$ cat src/rtl/alu_issue.sv
// alu_issue: owns the 8-entry register file and sequences one ALU instruction every 3 cycles.
// Optional feature macro ALU_ISSUE_R0_ZERO_EN: register 0 reads as zero and ignores writes.
`ifndef REG_WIDTH
`define REG_WIDTH 16
`endif
`ifndef ALU_OP_WIDTH
`define ALU_OP_WIDTH 2
`endif
`ifndef ALU_OP_ADD
`define ALU_OP_ADD 2'd0
`endif
`ifndef ALU_OP_LSL
`define ALU_OP_LSL 2'd1
`endif
`ifndef ALU_OP_AND
`define ALU_OP_AND 2'd2
`endif
`ifndef ALU_OP_NOT
`define ALU_OP_NOT 2'd3
`endif

// state | meaning
// IDLE  | accepting loads or one instruction; load has priority
// ISSUE | operands/opcode presented to ALU; result captured at end of cycle
// WRITE | result written to rf[rd]; done pulses
module alu_issue #(
    parameter int NUM_REGS = 8,
    localparam int AW = $clog2(NUM_REGS)
) (
    input  logic                     clk,
    input  logic                     reset_n,
    input  logic                     instr_valid,
    output logic                     instr_ready,
    input  logic [`ALU_OP_WIDTH-1:0] instr_op,
    input  logic [AW-1:0]            instr_rd,
    input  logic [AW-1:0]            instr_rs,
    input  logic [AW-1:0]            instr_rt,
    input  logic                     ld_valid,
    input  logic [AW-1:0]            ld_addr,
    input  logic [`REG_WIDTH-1:0]    ld_data,
    input  logic [AW-1:0]            dbg_addr,
    output logic [`REG_WIDTH-1:0]    dbg_data,
    output logic [`ALU_OP_WIDTH-1:0] alu_op,
    output logic [`REG_WIDTH-1:0]    alu_rs_val,
    output logic [`REG_WIDTH-1:0]    alu_rt_val,
    input  logic [`REG_WIDTH-1:0]    alu_result,
    output logic                     done,
    output logic [AW-1:0]            done_rd,
    output logic [`REG_WIDTH-1:0]    done_val
);

    typedef enum logic [1:0] {
        IDLE  = 2'd0,
        ISSUE = 2'd1,
        WRITE = 2'd2
    } state_t;

    state_t                  state, state_nxt;
    logic [`REG_WIDTH-1:0]   rf [NUM_REGS];
    logic [AW-1:0]           rd_q;
    logic                    accept;
    logic                    wr_en;
    logic [AW-1:0]           wr_addr;
    logic [`REG_WIDTH-1:0]   wr_data;

    always_comb begin
        state_nxt   = state;
        instr_ready = 1'b0;
        case (state)
            IDLE: begin
                instr_ready = !ld_valid;
                if (instr_valid && !ld_valid) state_nxt = ISSUE;
            end
            ISSUE:   state_nxt = WRITE;
            WRITE:   state_nxt = IDLE;
            default: state_nxt = IDLE;
        endcase
    end

    assign accept = instr_valid && instr_ready;

    // Loads only land in IDLE and writebacks only in WRITE, so one write port suffices.
    always_comb begin
        wr_en   = ((state == IDLE) && ld_valid) || (state == WRITE);
        wr_addr = (state == IDLE) ? ld_addr : done_rd;
        wr_data = (state == IDLE) ? ld_data : done_val;
`ifdef ALU_ISSUE_R0_ZERO_EN
        if (wr_addr == '0) wr_en = 1'b0;
`endif
    end

    always_ff @(posedge clk or negedge reset_n) begin
        if (!reset_n) begin
            state      <= IDLE;
            alu_op     <= '0;
            alu_rs_val <= '0;
            alu_rt_val <= '0;
            rd_q       <= '0;
            done       <= 1'b0;
            done_rd    <= '0;
            done_val   <= '0;
            dbg_data   <= '0;
            for (int i = 0; i < NUM_REGS; i++) rf[i] <= '0;
        end else begin
            state    <= state_nxt;
            dbg_data <= rf[dbg_addr];
            done     <= (state == ISSUE);
            if (accept) begin
                alu_op     <= instr_op;
                rd_q       <= instr_rd;
                alu_rs_val <= rf[instr_rs];
                alu_rt_val <= rf[instr_rt];
            end
            // done_val doubles as the captured-result register for the WRITE cycle.
            if (state == ISSUE) begin
                done_rd  <= rd_q;
                done_val <= alu_result;
            end
            if (wr_en) rf[wr_addr] <= wr_data;
        end
    end

endmodule

$ cat config.mk
export PLATFORM = sky130hd
export DESIGN_NAME = alu_issue
export DESIGN_NICKNAME = d
export VERILOG_FILES = /design/src/rtl/alu_issue.sv
export SDC_FILE = /design/constraint.sdc
export NUM_CORES = 1
export LEC_CHECK = 0
export CAP_MARGIN = 15
export CORE_UTILIZATION = 51
export DETAILED_ROUTE_END_ITERATION = 6
export HOLD_SLACK_MARGIN = 0.12
export PLACE_DENSITY = 0.76
export SLEW_MARGIN = 20
export SYNTH_ARGS = -nofsm -noshare
export SYNTH_HDL_FRONTEND = slang
export SYNTH_SLANG_ARGS = --single-unit
$ cat constraint.sdc
create_clock -name clk -period 1.8 [get_ports clk]
set_input_delay 0.36 -clock clk [delete_from_list [all_inputs] [get_ports clk]]
set_output_delay 0.36 -clock clk [all_outputs]
set_load 0.01 [all_outputs]
# [Yosys cells after proc, flatten, opt, wreduce, memory -nomap -nowiden]
# Index checks and enable logic that the tools add are counted.
[totals] input_bits=53 output_inout_bits=71 regBits=203 elab_cells=53
[op_classes] magnitude_cmp=5 muxes=17 n_eq_ne=3 reduce_logical=7 bitwise=4
[ops] op="$bmux 16 s3" count=3
[ops] op="$bwmux 128" count=1
[ops] op="$mux 16" count=8
[ops] op="$demux 16 s3" count=1
[ops] op="$ge 4x4->1 const B" count=4
[ops] op="$not 3->4" count=4
[ops] op="$logic_and 1x1->1" count=4
[ops] op="$lt 4x1->1 const B" count=1
[ops] op="$pmux 2 s2" count=1
[ops] op="$mux 3" count=1
[ops] op="$eq 2x1->1 const B" count=1
[ops] op="$eq 2x2->1 const B" count=1
[ops] op="$logic_not 2->1" count=1
[ops] op="$mux 2" count=1
[ops] op="$ne 2x2->1 const B" count=1
[ops] op="$logic_not 1->1" count=1
[ops] op="$logic_or 1x1->1" count=1
[ops] op="$mux 1" count=1

# [Longest topological paths before layout]
[logic_depth] depth_word=8 ltp_mapped=7 mapped_depth_nobuf=4

# [Worst setup path after synthesis]
# No wires, ideal clock.
[synth_path] path_kind="flip-flop to flip-flop" start="register state[0]" end="register rf[101] in the netlist's numbering" path_buffers=3 path_stages_with_launch=8 setup_ns=0.127 period_less_slack_ns=1.919 arrival_ns=1.792 t_required_ns=1.673 setup_slack_ns=-0.119 cell_sequence="dfrtp_1 > buf_6 > or4_1 > o31a_1 > nor2b_1 > buf_4 > buf_6 > mux2_1"
[synth_between] elab_chain_len=8 word_cells_on_any_way=13 cone_classes="2 x order compare; 1 x eq/ne; 5 x mux; 1 x bitwise; 4 x reduce/logical"
[synth_lines] item="from (decl)" line="58" source="state_t state, state_nxt;"
[synth_lines] item="from (signal assigned)" line="105" source="state <= state_nxt;"
[synth_lines] item="$logic_not 2->1" line="84, 85, 86"
[synth_lines] item="$mux 3" line="85" source="wr_addr = (state == IDLE) ? ld_addr : done_rd;"
[synth_lines] item="$not 3->4 (not written as such)" line="119" source="if (wr_en) rf[wr_addr] <= wr_data;"
[synth_lines] item="$ge 4x4->1 (not written as such) / $lt 4x1->1 (equally long branches)" line="119"
[synth_lines] item="$logic_and 1x1->1 (not written as such)" line="119"
[synth_lines] item="$mux 16 (not written as such)" line="119"
[synth_lines] item="$demux 16 s3" line="119"
[synth_lines] item="$bwmux 128" line="119"
[synth_lines] item="to (signal, indexed assignment)" line="119"
[synth_lines] item="to (decl)" line="59" source="logic [`REG_WIDTH-1:0] rf [NUM_REGS];"
# Parallel ways exist; a longest one is shown, timed or not.
# A chain may end at the register's enable or synchronous reset.

# [Final worst setup path]
[layout_path] start="register state[1]" end="register rf[30] in the netlist's numbering"
# The elaborated chain is that of the path after synthesis.

==> results.tsv <==
metric	value	unit
GRT Overall Usage	0.260	
Die ar.	21700	sq um
Tcrit/Tclk final	1.10	
Hold WS	0.372	ns
Final Hold Vio Count	0	
DR DRC count	0	
Max-slew headroom	0.703	
clk slew on worst S/H paths	0.06	ns
via count	7397	
Routed WL	27.5	mm
post-layout min period	1.99	ns
clock sinks	203	
Synth warnings	0	
Cell Area, Synth	10700	sq um
Max Slew Vio Count	0	
outcome	complete, but fails checks	
Starting Density	0.526	
CP cell instances	or3b_4 -> a21oi_4 -> a21boi_4 -> buf_12 -> mux2_1	
Place WS	-0.602	ns
Max Root-Sink Buffers	3	
stages on the worst setup path	5	
H-tree depth	1	
Hold Path Class	in -> async	
CTS tree	yes	
Net Count, Synth	858	
initial antenna violation count	0	
Clock Tree Root	clkbuf_16	
RR Endpoint	rf[30]	
Final Net Count	1010	
DRT antenna net count	0	
CP Buf/Inv Count	1	
IO Port Bufs	123	
fraction of layout cells with a size suffix above 1	0.340	
Core Area	20400	sq um
post-detail-place hpwl	17.7	mm
# Max-Cap Violations	0	
setup ws final	-0.187	ns
Ports	124	
routability cong.	0.793	
die height	147	um
critical path's slowest cell	dfrtp_2	
Reg2Reg Setup Slack	-0.19	ns
Critical Path RT	2.18	ns
Avg WL per Cell	22.1	um
initial DRC count	495	
Syn-to-layout area delta	30.3	%
CP peak stage delay	0.46	ns
Antenna diodes	0	
Fmax	503	MHz
RSZ-0062 raised after global routing	true	
synthesized flop and latch total	203	
IR drop worst, VDD	0.000873	V
vias in the first global route	7503	
FILL cells	1496	
DRT Pass-1 Iters	5	
first-pass GRT wire length	43.3	mm
Least-Margin Pin Slew	0.445	ns
cell row count	52	
kind of cell adding the most delay to the critical path	flip-flops	
worst setup path start	state[1]	
final setup vio count	129	
Mapped Avg Cell Area	13.4	sq um
die width	147	um
largest net degree at the start of global routing	61	
crit path launch type	flop	
clk_lat worst skew	0.51	ns
Arr. time, crit path	2.37	ns
R2R cell count	5	
Setup crit end	rf[30]	
CP Capture Type	flop	
Synth Instances	805	
static leakage	6.48	nW
Setup CP Type	reg -> reg	
Netlist cell types	35	
Fin Clk Skew	0.0104	ns
Num CTS Buffers	23	
post-synthesis sequential area ratio	0.473	
Worst R2R Start	state[1]	
CP max FO	11	
violated checks	setup timing	
grt total ovfl	0	
PwrDens	1460	nW/um^2
vias per cell	5.96	
==> power breakdown <==
part           switching, mW  internal [mW]  total [mW]
registers               1.79           6.59        8.38
clock network           1.82           2.87        4.69
logic                   2.78           4.61        7.39
total                   6.39           14.1        20.5
==> final cells by class <==
| class | instances | area, sq um | share of cell area |
|---|---|---|---|
| repair buffers | 185 | 2140 | 0.153 |
| inverters | 1 | 3.75 | 0.000268 |
| multi-input cells | 543 | 5680 | 0.406 |
| well taps | 270 | 338 | 0.0241 |
| flip-flops and latches | 203 | 5080 | 0.363 |
| clock inverters | 6 | 80.1 | 0.00572 |
| clock buffers | 34 | 677 | 0.0483 |
==> how the worst min path moves through the flow <==
| stage | slack [ns] | to | cells past startpoint | startpoint |
|---|---|---|---|---|
| 6_report | 0.37 | done_val[1] | 2 | reset_n |
| 5_1_grt | 0.41 | done_val[0] | 2 | reset_n |
| 4_1_cts | 0.36 | done_val[1] | 2 | reset_n |
| 3_5_place_dp | 0.33 | done_val[1] | 1 | reset_n |
| 3_3_place_gp | 0.33 | done_val[1] | 1 | reset_n |
| 2_1_floorplan | 0.06 | alu_op[0] | 0 | reset_n |
==> cells by family (layout without fill, tap and decap cells) <==
family          after synthesis  after routing  share of synthesized area
compound gates              104            104                     0.0693
buf+inv                      61            226                     0.0308
flops                       203            203                      0.473
mux                         344            344                      0.386
simple gates                 93             95                     0.0412
==> metrics by stage <==
stage	power, mW	utilization	instances	setup TNS [ns]	cell area (sq um)
after floorplan	12.5	-	805	-2.17	10800
after global placement	15.1	0.629	1193	-57.80	12900
after detailed placement	15.3	0.629	1193	-60.49	12900
after CTS	20.4	0.678	1239	-9.89	13900
after global routing	21.6	0.686	1242	-19.39	14000
final	20.5	0.686	1242	-14.09	14000
==> placed cells by master (no fill, tap or decap), drive strengths merged, types with 2 or more instances in the layout <==
master / count
a22oi: 64
dlygate4sd2: 6
buf: 65
nand2b: 3
and2: 2
o21ai: 34
bufinv: 2
mux2: 184
clkdlybuf4s50: 96
nor2: 3
a21oi: 2
clkbuf: 35
nand2: 72
dlymetal6s2s: 16
a21boi: 2
dfrtp: 203
nor2b: 8
mux4: 32
or4b: 2
clkinv: 4
mux2i: 128
==> what timing repair did <==
action                     CTS  global route
hold endpoints to repair    41             0
setup endpoints to repair  135           145
cloned                       1             1
resized for setup           61            33
setup buffers                4             2
pin swaps                    3             2
hold buffers                 1             0
==> routing by layer <==
metal,share of wire,track usage,routed length [um],vias to the layer above
met5,0,0,0,-
met3,0.057,0.0329,1580,53
li1,-,-,-,3323
met1,0.44,0.375,12000,3741
met4,0.028,0.0763,758,0
met2,0.48,0.413,13100,280
==> Yosys cell counts (all sizes together) <==
cell      n  area (sq um)
o31a      1          8.76
or4b      2          23.8
or3b      1          8.76
nor2b     8          50.1
clkbuf   26          97.6
nor2      3          11.3
inv       1          3.75
nand3     1          5.00
a22oi    64           480
or4       1          7.51
nand2b    3          18.8
o21ai    34           185
mux2    184          2150
nand3b    1          7.51
o211ai    1          7.51
and2      2          12.5
mux2i   128          1280
dfrtp   203          5080
nand2    70           293
mux4     32           721
a21oi     2          25.0
nor3      1          5.00
a21boi    2          37.5
buf      34           230
==> flip-flops by register name (all words and copies together) (netlist names), 2 cells and up <==
name and cells:
dbg_data 16, rf 128, done_rd 3, state 2, rd_q 3, alu_rt_val 16, alu_rs_val 16, done_val 16
alu_op 2
(Power assumes the default switching activity.)
